### src/rtl/led_seq_pkg.sv
// Shared definitions for the LED sequencer blocks: FSM state encoding,
// LED bank width and tick-divider helpers.
package led_seq_pkg;

    typedef enum logic [1:0] {
        ST_IDLE = 2'd0,
        ST_SHOW = 2'd1,
        ST_GAP  = 2'd2
    } state_t;

    localparam int LED_W = 4;

    // Number of sysclk cycles per display tick.
    function automatic int tick_div_f(input int clk_hz, input int tick_hz);
        return clk_hz / tick_hz;
    endfunction

    // Counter width able to hold 0..div-1.
    function automatic int tick_cnt_w_f(input int div);
        return (div <= 2) ? 1 : $clog2(div);
    endfunction

endpackage

### src/rtl/led_tick_gen.sv
// Free-running tick divider: counts 0..DIV-1 and pulses tick for one
// sysclk cycle on the last count. Never stalls.
module led_tick_gen
    import led_seq_pkg::*;
#(
    parameter int DIV = 10
) (
    input  logic sysclk,
    input  logic rst_n,
    output logic tick
);

    localparam int            CW   = tick_cnt_w_f(DIV);
    localparam logic [CW-1:0] LAST = CW'(DIV - 1);

    logic [CW-1:0] r_cnt;

    // Wrap-around divider counter.
    always_ff @(posedge sysclk or negedge rst_n) begin
        if (!rst_n)              r_cnt <= '0;
        else if (r_cnt == LAST)  r_cnt <= '0;
        else                     r_cnt <= r_cnt + CW'(1);
    end

    assign tick = (r_cnt == LAST);

endmodule

### src/rtl/led_seq_ctrl.sv
// LED bank sequencer: round-robin arbitration between two requesters,
// shows the winning pattern for its duration (optionally blinking), then
// forces a blank gap before re-arbitrating.
// Optional idle heartbeat on led[0]: define LED_SEQ_IDLE_HEARTBEAT_EN.
module led_seq_ctrl
    import led_seq_pkg::*;
#(
    parameter int CLK_HZ    = 125000000,
    parameter int TICK_HZ   = 1000,
    parameter int DUR_W     = 8,
    parameter int GAP_TICKS = 2,
    parameter int HB_TICKS  = 500
) (
    input  logic             sysclk,
    input  logic             rst_n,
    input  logic             req0_valid,
    output logic             req0_ready,
    input  logic [LED_W-1:0] req0_pattern,
    input  logic [DUR_W-1:0] req0_dur,
    input  logic             req0_blink,
    input  logic             req1_valid,
    output logic             req1_ready,
    input  logic [LED_W-1:0] req1_pattern,
    input  logic [DUR_W-1:0] req1_dur,
    input  logic             req1_blink,
    output logic [LED_W-1:0] led,
    output logic             busy,
    output logic             grant_id
);

    localparam int TICK_DIV = tick_div_f(CLK_HZ, TICK_HZ);
    localparam int GW       = $clog2(GAP_TICKS + 1);

    state_t           r_state, w_state_nxt;
    logic [LED_W-1:0] r_pat, w_pat_nxt;
    logic             r_blink, w_blink_nxt;
    logic [DUR_W-1:0] r_rem, w_rem_nxt;
    logic             r_phase, w_phase_nxt;
    logic [GW-1:0]    r_gap, w_gap_nxt;
    logic             r_grant, w_grant_nxt;
    logic             r_prio, w_prio_nxt;   // 1: req1 wins a tie
    logic [LED_W-1:0] r_led, w_led_nxt;

    logic             w_tick;
    logic             w_idle;
    logic             w_win;
    logic             w_xfer;
    logic [DUR_W-1:0] w_dur;

    led_tick_gen #(.DIV(TICK_DIV)) u_tick (
        .sysclk (sysclk),
        .rst_n  (rst_n),
        .tick   (w_tick)
    );

    // Arbitration: a lone requester wins; on a tie the pointer decides.
    assign w_idle = (r_state == ST_IDLE);
    assign w_win  = req1_valid && (!req0_valid || r_prio);
    assign w_xfer = w_idle && (req0_valid || req1_valid);
    assign w_dur  = w_win ? req1_dur : req0_dur;

    assign req0_ready = w_idle && req0_valid && !w_win;
    assign req1_ready = w_idle && req1_valid &&  w_win;

`ifdef LED_SEQ_IDLE_HEARTBEAT_EN
    localparam int HW = $clog2(HB_TICKS + 1);

    logic [HW-1:0] r_hb_cnt, w_hb_cnt_nxt;
    logic          r_hb, w_hb_nxt;

    // Heartbeat runs only while idle and restarts from led[0]=0.
    always_comb begin
        w_hb_cnt_nxt = '0;
        w_hb_nxt     = 1'b0;
        if (w_idle && !w_xfer) begin
            w_hb_cnt_nxt = r_hb_cnt;
            w_hb_nxt     = r_hb;
            if (w_tick) begin
                if (r_hb_cnt == HW'(HB_TICKS - 1)) begin
                    w_hb_cnt_nxt = '0;
                    w_hb_nxt     = ~r_hb;
                end else begin
                    w_hb_cnt_nxt = r_hb_cnt + HW'(1);
                end
            end
        end
    end

    // Heartbeat state registers.
    always_ff @(posedge sysclk or negedge rst_n) begin
        if (!rst_n) begin
            r_hb_cnt <= '0;
            r_hb     <= 1'b0;
        end else begin
            r_hb_cnt <= w_hb_cnt_nxt;
            r_hb     <= w_hb_nxt;
        end
    end
`endif

    // FSM state register.
    always_ff @(posedge sysclk or negedge rst_n) begin
        if (!rst_n) r_state <= ST_IDLE;
        else        r_state <= w_state_nxt;
    end

    // Next-state, datapath and LED image for the next cycle.
    always_comb begin
        w_state_nxt = r_state;
        w_pat_nxt   = r_pat;
        w_blink_nxt = r_blink;
        w_rem_nxt   = r_rem;
        w_phase_nxt = r_phase;
        w_gap_nxt   = r_gap;
        w_grant_nxt = r_grant;
        w_prio_nxt  = r_prio;
        w_led_nxt   = '0;

        case (r_state)
            ST_IDLE: begin
                if (w_xfer) begin
                    w_state_nxt = ST_SHOW;
                    w_pat_nxt   = w_win ? req1_pattern : req0_pattern;
                    w_blink_nxt = w_win ? req1_blink : req0_blink;
                    w_rem_nxt   = (w_dur == '0) ? DUR_W'(1) : w_dur;
                    w_phase_nxt = 1'b1;
                    w_grant_nxt = w_win;
                    w_prio_nxt  = ~w_win;
                end
            end
            ST_SHOW: begin
                if (w_tick) begin
                    w_phase_nxt = ~r_phase;
                    w_rem_nxt   = r_rem - DUR_W'(1);
                    if (r_rem <= DUR_W'(1)) begin
                        w_state_nxt = ST_GAP;
                        w_gap_nxt   = GW'(GAP_TICKS);
                    end
                end
            end
            ST_GAP: begin
                if (w_tick) begin
                    w_gap_nxt = r_gap - GW'(1);
                    if (r_gap <= GW'(1)) w_state_nxt = ST_IDLE;
                end
            end
            default: w_state_nxt = ST_IDLE;
        endcase

        // LED register follows the next state so the pattern appears the
        // cycle after the transfer.
        if (w_state_nxt == ST_SHOW) begin
            w_led_nxt = (w_blink_nxt && !w_phase_nxt) ? '0 : w_pat_nxt;
        end
`ifdef LED_SEQ_IDLE_HEARTBEAT_EN
        else if (w_state_nxt == ST_IDLE) begin
            w_led_nxt = {{(LED_W-1){1'b0}}, w_hb_nxt};
        end
`endif
    end

    // Datapath and output registers.
    always_ff @(posedge sysclk or negedge rst_n) begin
        if (!rst_n) begin
            r_pat   <= '0;
            r_blink <= 1'b0;
            r_rem   <= '0;
            r_phase <= 1'b1;
            r_gap   <= '0;
            r_grant <= 1'b0;
            r_prio  <= 1'b0;
            r_led   <= '0;
        end else begin
            r_pat   <= w_pat_nxt;
            r_blink <= w_blink_nxt;
            r_rem   <= w_rem_nxt;
            r_phase <= w_phase_nxt;
            r_gap   <= w_gap_nxt;
            r_grant <= w_grant_nxt;
            r_prio  <= w_prio_nxt;
            r_led   <= w_led_nxt;
        end
    end

    assign led      = r_led;
    assign busy     = (r_state != ST_IDLE);
    assign grant_id = r_grant;

endmodule
### config.mk
export PLATFORM = sky130hd
export DESIGN_NAME = led_seq_ctrl
export DESIGN_NICKNAME = d
export VERILOG_FILES = /design/src/rtl/led_seq_pkg.sv /design/src/rtl/led_tick_gen.sv /design/src/rtl/led_seq_ctrl.sv
export SDC_FILE = /design/constraint.sdc
export NUM_CORES = 1
export LEC_CHECK = 0
export CAP_MARGIN = 20
export CORE_MARGIN = 2
export CORE_UTILIZATION = 45
export DETAILED_ROUTE_END_ITERATION = 16
export DONT_BUFFER_PORTS = 1
export GPL_ROUTABILITY_DRIVEN = 0
export PLACE_DENSITY = 0.71
export SETUP_SLACK_MARGIN = 0.3
export SLEW_MARGIN = 40
export SYNTH_ARGS = -nofsm -noshare
export SYNTH_HDL_FRONTEND = slang
export SYNTH_HIERARCHICAL = 1
export SYNTH_SLANG_ARGS = --single-unit
### constraint.sdc
create_clock -name sysclk -period 2.9 [get_ports sysclk]
set_clock_uncertainty 0.05 [all_clocks]
set_input_delay 0.435 -clock sysclk [delete_from_list [all_inputs] [get_ports sysclk]]
set_output_delay 0.435 -clock sysclk [all_outputs]
set_load 0.01 [all_outputs]
==> impl_metrics.ini, run 1 <==
[floorplanning]
core_um2 = 4692
rows = 25
start_util_pct = 46.48
io-pin-count = 38
fp.dieArea_um2 = 5419
die_h_um = 73.62
fp.dieW_um = 73.62

[yosys]
ys_seq_elements = 41
yosysSeqAreaShare_pct = 47.10
synth_cell_types = 52
synthCells = 221
synth_nets = 254
synth-edff-count = 0
synth-async-reset-ratio_pct = 100.0
yosysWarnings = 6
synth.avg_cell_area_um2 = 9.868
synthesis.area_um2 = 2181
ys.flop_type = dfrtp_1

[timing]
post-route-period-util_pct = 80.07
worst_pin_slew_ns = 0.6566
final-hold-violation-count = 0
setup_viol = 0
slew_headroom_pct = 56.07
grt_setup_unrepaired = false
tns_ns = 0
fmax_mhz = 430.7
maxSlewViolCount = 0
period_needed_ns = 2.322

[drt]
viasPerCell = 5.925
detail-route-antenna-nets = 0
first_pass_iters = 4
drt-total-wl_mm = 4.215
drc = 0
drtIter0Drc = 82
num_vias = 1653
wl_per_cell_um = 15.11

[layout]
final_core_util_pct = 50.40
nets = 257
antennaDiodeCount = 0
area_growth_syn_to_layout_pct = 8.434
fin_cells = 279
final_cell_mix = 40 x dfrtp_1, 24 x nor2_1, 16 x nand2_1
drive_above_1_share_pct = 10.22
final_common_cell = dfrtp_1

[worst_setup_path]
worstSetupStartpointType = flop
reg2reg_depth = 8
crit_required_ns = 3.01
timing.rr.start = u_tick/r_cnt[4]$_DFF_PN0_
cp-end-kind = flop
critPathArrivalTime_ns = 2.43
cp_max_fo = 5
critPathLaunch = u_tick/r_cnt[4]$_DFF_PN0_
critPathKind = flop to flop

[global_route]
grt_max_degree = 42
grt_pass1_wl_mm = 6.893
grt_antenna_before_repair = 0
overflow = 0
grt_pass1_vias = 1540
grt_usage_pct = 16.59

[clocking]
cts_tree = done
cts_buffers = 5
htreeDepth = 2
clock_path_buffers = 2
clock_sinks = 41
clockRootBuffer = clkbuf_8
insertion_delay_ns = 0.30
path_clk_slew_ns = 0.09

[power_and_ir_drop]
power.share.sequential_pct = 52.5
pwr_density_cell_nw_per_um2 = 478.1
peakVddDrop_v = 0.0002087
switchingPower_uw = 261.0
combPwrFrac_pct = 5.5
p_int_uw = 869.6
power_frac_clock_pct = 42.0
leakage_uw = 0.001036
swShare_pct = 23.09

[run]
maxCapViolations = 0

[worst_hold_path]
worst_hold_path.num_cells = 1
min_path_type = input pin to flop
hold_path.startpoint = req1_blink

[outcome]
status = finished, final reports clean

[place]
port_buffers = 0
place_inst = 269
place_hpwl_mm = 3.013
layout make-up:
cell class | instances | area, um2
repair buffers | 4 | 45.04
multi-input cells | 163 | 1079
well taps | 54 | 67.56
inverters | 9 | 33.78
clock buffers | 5 | 68.82
flip-flops and latches | 41 | 1027
fillers | 435 | 2327
clock inverters | 3 | 43.79
metal layers:
metal  GRT usage, %  wire length (um)  part of all wire [%]
met1          23.47              2012                    48
met2          24.60              1994                    47
met3          3.704               142                   3.4
met4          6.667                66                   1.6
met5              0                 0                     0
metrics by stage:
stage / setup slack (ns) / instance area [um2] / total power, uW / hold WS, ns
finish: 0.5780 / 2365 / 1131 / 0.2714
global route: 0.3338 / 2365 / 1171 / 0.2624
CTS: 0.5790 / 2365 / 1143 / 0.2657
detailed placement: 0.6098 / 2222 / 652.4 / 0.09058
global placement: 0.5939 / 2222 / 651.8 / 0.09050
floorplan: 0.5406 / 2181 / 642.5 / 0.08941
critical path, stage by stage, from the launching register on:
cell,delay [ns]
dfrtp_1,0.47
nor4bb_1,0.31
nand2_1,0.14
nor3_4,0.21
inv_1,0.09
a211oi_1,0.57
o21ai_0,0.18
nand2_1,0.09
o21ai_0,0.07
cell usage after synthesis (all sizes together), types with 2 or more instances:
library cell	n	area share, %
nor2b	2	0.57
xnor2	6	2.4
o22a	3	1.2
nor3	7	2.6
nor2	24	4.1
or2	2	0.57
or4	3	1.0
a211oi	3	1.6
o21ai	18	4.3
xor2	7	2.8
buf	4	1.2
or3	2	0.57
a21o	3	1.0
and3	2	0.57
a22oi	6	2.3
mux2i	4	1.8
dfrtp	40	46
inv	9	1.5
a21oi	3	0.69
ha	3	1.7
mux2	3	1.5
nand3	9	2.3
nand4	7	2.7
nor4	9	2.6
nand2	16	2.8
o41ai	2	0.80
clkbuf	4	0.69
and2	5	1.4
path summary, 6_finish.rpt:
path / slack (ns) / end
setup / recovery: 0.58 / r_rem[7]$_DFFE_PN0P_
hold / removal: 0.27 / r_blink$_DFF_PN0_
setup reg to reg: 0.58 / r_rem[7]$_DFFE_PN0P_
hold reg to reg: 0.44 / r_pat[1]$_DFF_PN0_
max in group asynchronous: 2.00 / r_phase$_DFF_PN1_
min in group asynchronous: 0.53 / u_tick/r_cnt[9]$_DFF_PN0_
sequential cells by signal (all words and copies together) (netlist names):
name and cells:
r_gap 2, led 4, r_prio 1, u_tick/r_cnt 17, r_phase 1, r_pat 4
grant_id 1, r_state 2, r_rem 8, r_blink 1
what timing repair did:
item,CTS,global route
buffers inserted,0,0
gates resized for setup,0,0
setup endpoints to repair,0,0
endpoints found under the hold margin,41,0
hold buffers,2,0
power by group through the flow:
| stage | Clock [uW] | Combinational [uW] | Sequential [uW] |
|---|---|---|---|
| after floorplan | 0 | 39.6 | 603 |
| after global placement | 0 | 47.2 | 605 |
| after detailed placement | 0 | 47.8 | 605 |
| after CTS | 486 | 63.9 | 593 |
| after global routing | 505 | 71.3 | 595 |
| final | 475 | 62.7 | 593 |
cells by family after synthesis:
logic type	count (synthesis)	share of synthesized area [%]
AO/OA/AOI/OAI	47	15.32
XOR/XNOR	13	5.221
adder cells (fa/ha/maj)	3	1.721
buffers and inverters	17	3.442
flip-flops	41	47.10
multiplexers	7	3.385
AND/OR/NAND/NOR	93	23.81
Power figures use the tool's default switching activity.
==> run 2: changes to the inputs <==
- clock period: 2.9 -> 2.2 ns (I/O delays scaled with it)
==> run 2 against run 1 <==
  * Worst hold slack worse by 0.072 ns
  * Power is 42% higher
  * Critical endpoint unchanged
  * Global-route usage is 1.6 points higher
  * First-iteration DRC count is 59% higher
  * Sequential power is 32% higher
  * Sequential share of layout area is 4.3 points lower
  * Via count is 5.6% higher
  * Cell area is 11% higher
  * Register-to-register slack worse by 0.47 ns
  * Sequential cell count stayed put
==> impl_metrics.ini, run 2 (same netlist as run 1, synthesis figures left out) <==
[outcome]
status = finished, final reports clean

[floorplanning]
fp.dieW_um = 73.62
io-pin-count = 38
fp.dieArea_um2 = 5419
rows = 25
die_h_um = 73.62
start_util_pct = 46.48
core_um2 = 4692

[timing]
fmax_mhz = 477.9
setup_viol = 0
final-hold-violation-count = 0
grt_setup_unrepaired = true
setup_ws_ns = 0.1076
maxSlewViolCount = 0
worst_pin_slew_ns = 0.4967
tns_ns = 0
slew_headroom_pct = 66.76
post-route-period-util_pct = 95.11
period_needed_ns = 2.092

[worst_setup_path]
cp-end-kind = flop
critPathArrivalTime_ns = 2.22
crit_required_ns = 2.33
critPathKind = flop to flop
cp_max_fo = 8
worstSetupStartpointType = flop

[global_route]
grt_pass1_wl_mm = 7.555
grt_max_degree = 42
grt_pass1_vias = 1645
overflow = 0
grt_usage_pct = 18.15
grt_antenna_before_repair = 0

[power_and_ir_drop]
switchingPower_uw = 340.1
leakage_uw = 0.001163
swShare_pct = 21.20
pwr_density_cell_nw_per_um2 = 611.4
peakVddDrop_v = 0.0002554
power_frac_clock_pct = 45.9
combPwrFrac_pct = 5.4
p_int_uw = 1264
power.share.sequential_pct = 48.7

[drt]
viasPerCell = 5.817
detail-route-antenna-nets = 0
first_pass_iters = 4
wl_per_cell_um = 15.79
drt-total-wl_mm = 4.738
num_vias = 1745
drc = 0
drtIter0Drc = 130

[layout]
largest_reg_flops = 17
design_area_um2 = 2624
area_growth_syn_to_layout_pct = 20.31
regArea_um2 = 1027
antennaDiodeCount = 0
nets = 278
multiInputGateArea_um2 = 1159
drive_above_1_share_pct = 21.95
nFillCells = 407
final_common_cell = dfrtp_1
regMostFlops = u_tick/r_cnt
final_cell_mix = 40 x dfrtp_1, 23 x nor2_1, 21 x buf_4
fin_cells = 300
reg_top3 = u_tick/r_cnt: 17 flops, r_rem: 8 flops

[clocking]
cts_buffers = 5
path_clk_slew_ns = 0.08
clockRootBuffer = clkbuf_8
clock_path_buffers = 2
cts_tree = done
insertion_delay_ns = 0.30
clock_sinks = 41
htreeDepth = 2

[place]
place_inst = 283
post_dp_cell_area_um2 = 2340
dpl_worst_slack_ns = 0.08161
port_buffers = 0
place_hpwl_mm = 3.211

[run]
maxCapViolations = 0

[worst_hold_path]
min_path_type = input pin to flop
[run 2: cell types whose count changed in the layout (fill, tap and decap cells not counted), moves of 2 or more]
cell	change
nor3_1	-2
nor3_2	+2
buf_4	+19
o21ai_4	+2
o21ai_0	-7
o21ai_1	+6
[run 2: what timing repair did]
action | 4_1_cts | 5_1_grt
hold endpoints to repair | 41 | 0
pin swaps | 6 | 11
gates resized for setup | 0 | 16
endpoints found under the setup margin | 16 | 23
setup buffers | 2 | 4
gates cloned | 0 | 1
hold buffers | 2 | 0
[run 2: power by group through the flow]
stage          Combinational (uW)  Sequential [uW]  Clock [uW]
3_3_place_gp                 64.2              796           0
2_1_floorplan                52.2              795           0
6_report                     86.7              782         736
4_1_cts                      86.3              782         752
5_1_grt                      98.6              784         781
3_5_place_dp                 65.1              797           0
[run 2: through the flow]
step	total power, uW	hold slack, ns	utilization [%]
4_1_cts	1620	0.1909	53.76
5_1_grt	1664	0.1851	55.92
3_5_place_dp	861.9	-0.01457	49.87
3_3_place_gp	860.6	-0.01443	49.87
2_1_floorplan	846.9	-0.01559	-
6_report	1604	0.1996	55.92
[run 2: worst paths after layout]
kind	from	to	slack, ns	depth (start not counted)
max	u_tick/r_cnt[0]$_DFF_PN0_	r_rem[7]$_DFFE_PN0P_	0.11	9
min	req1_blink	r_blink$_DFF_PN0_	0.20	1
max reg2reg	u_tick/r_cnt[0]$_DFF_PN0_	r_rem[7]$_DFFE_PN0P_	0.11	9
min reg2reg	r_pat[0]$_DFF_PN0_	r_pat[0]$_DFF_PN0_	0.44	2
max in group asynchronous	rst_n	r_phase$_DFF_PN1_	1.41	2
min in group asynchronous	rst_n	r_prio$_DFFE_PN0P_	0.43	2
[run 2: cell type report]
cell class / instances / area share (%)
sequential: 41 / 39.15
multi-input combinational: 164 / 44.16
timing repair buffer: 24 / 7.582
tap: 54 / 2.575
inverter: 9 / 1.288
clock inverter: 3 / 2.623
clock buffer: 5 / 2.623
[run 2: metal layers]
| metal | share of wire (%) | wire length (um) | global-route usage (%) |
|---|---|---|---|
| met1 | 46 | 2190 | 23.82 |
| met2 | 48 | 2283 | 29.46 |
| met3 | 4.4 | 208 | 4.664 |
| met4 | 1.2 | 56 | 5.455 |
| met5 | 0 | 0 | 0 |
[run 2: worst max-delay path: stages, from the launching register on]
cell	delay [ns]
dfrtp_1	0.43
ha_4	0.17
and2_4	0.16
nand3_2	0.09
nor3_4	0.34
inv_1	0.11
a211oi_2	0.30
o21ai_1	0.14
nand2_1	0.10
o21ai_0	0.08
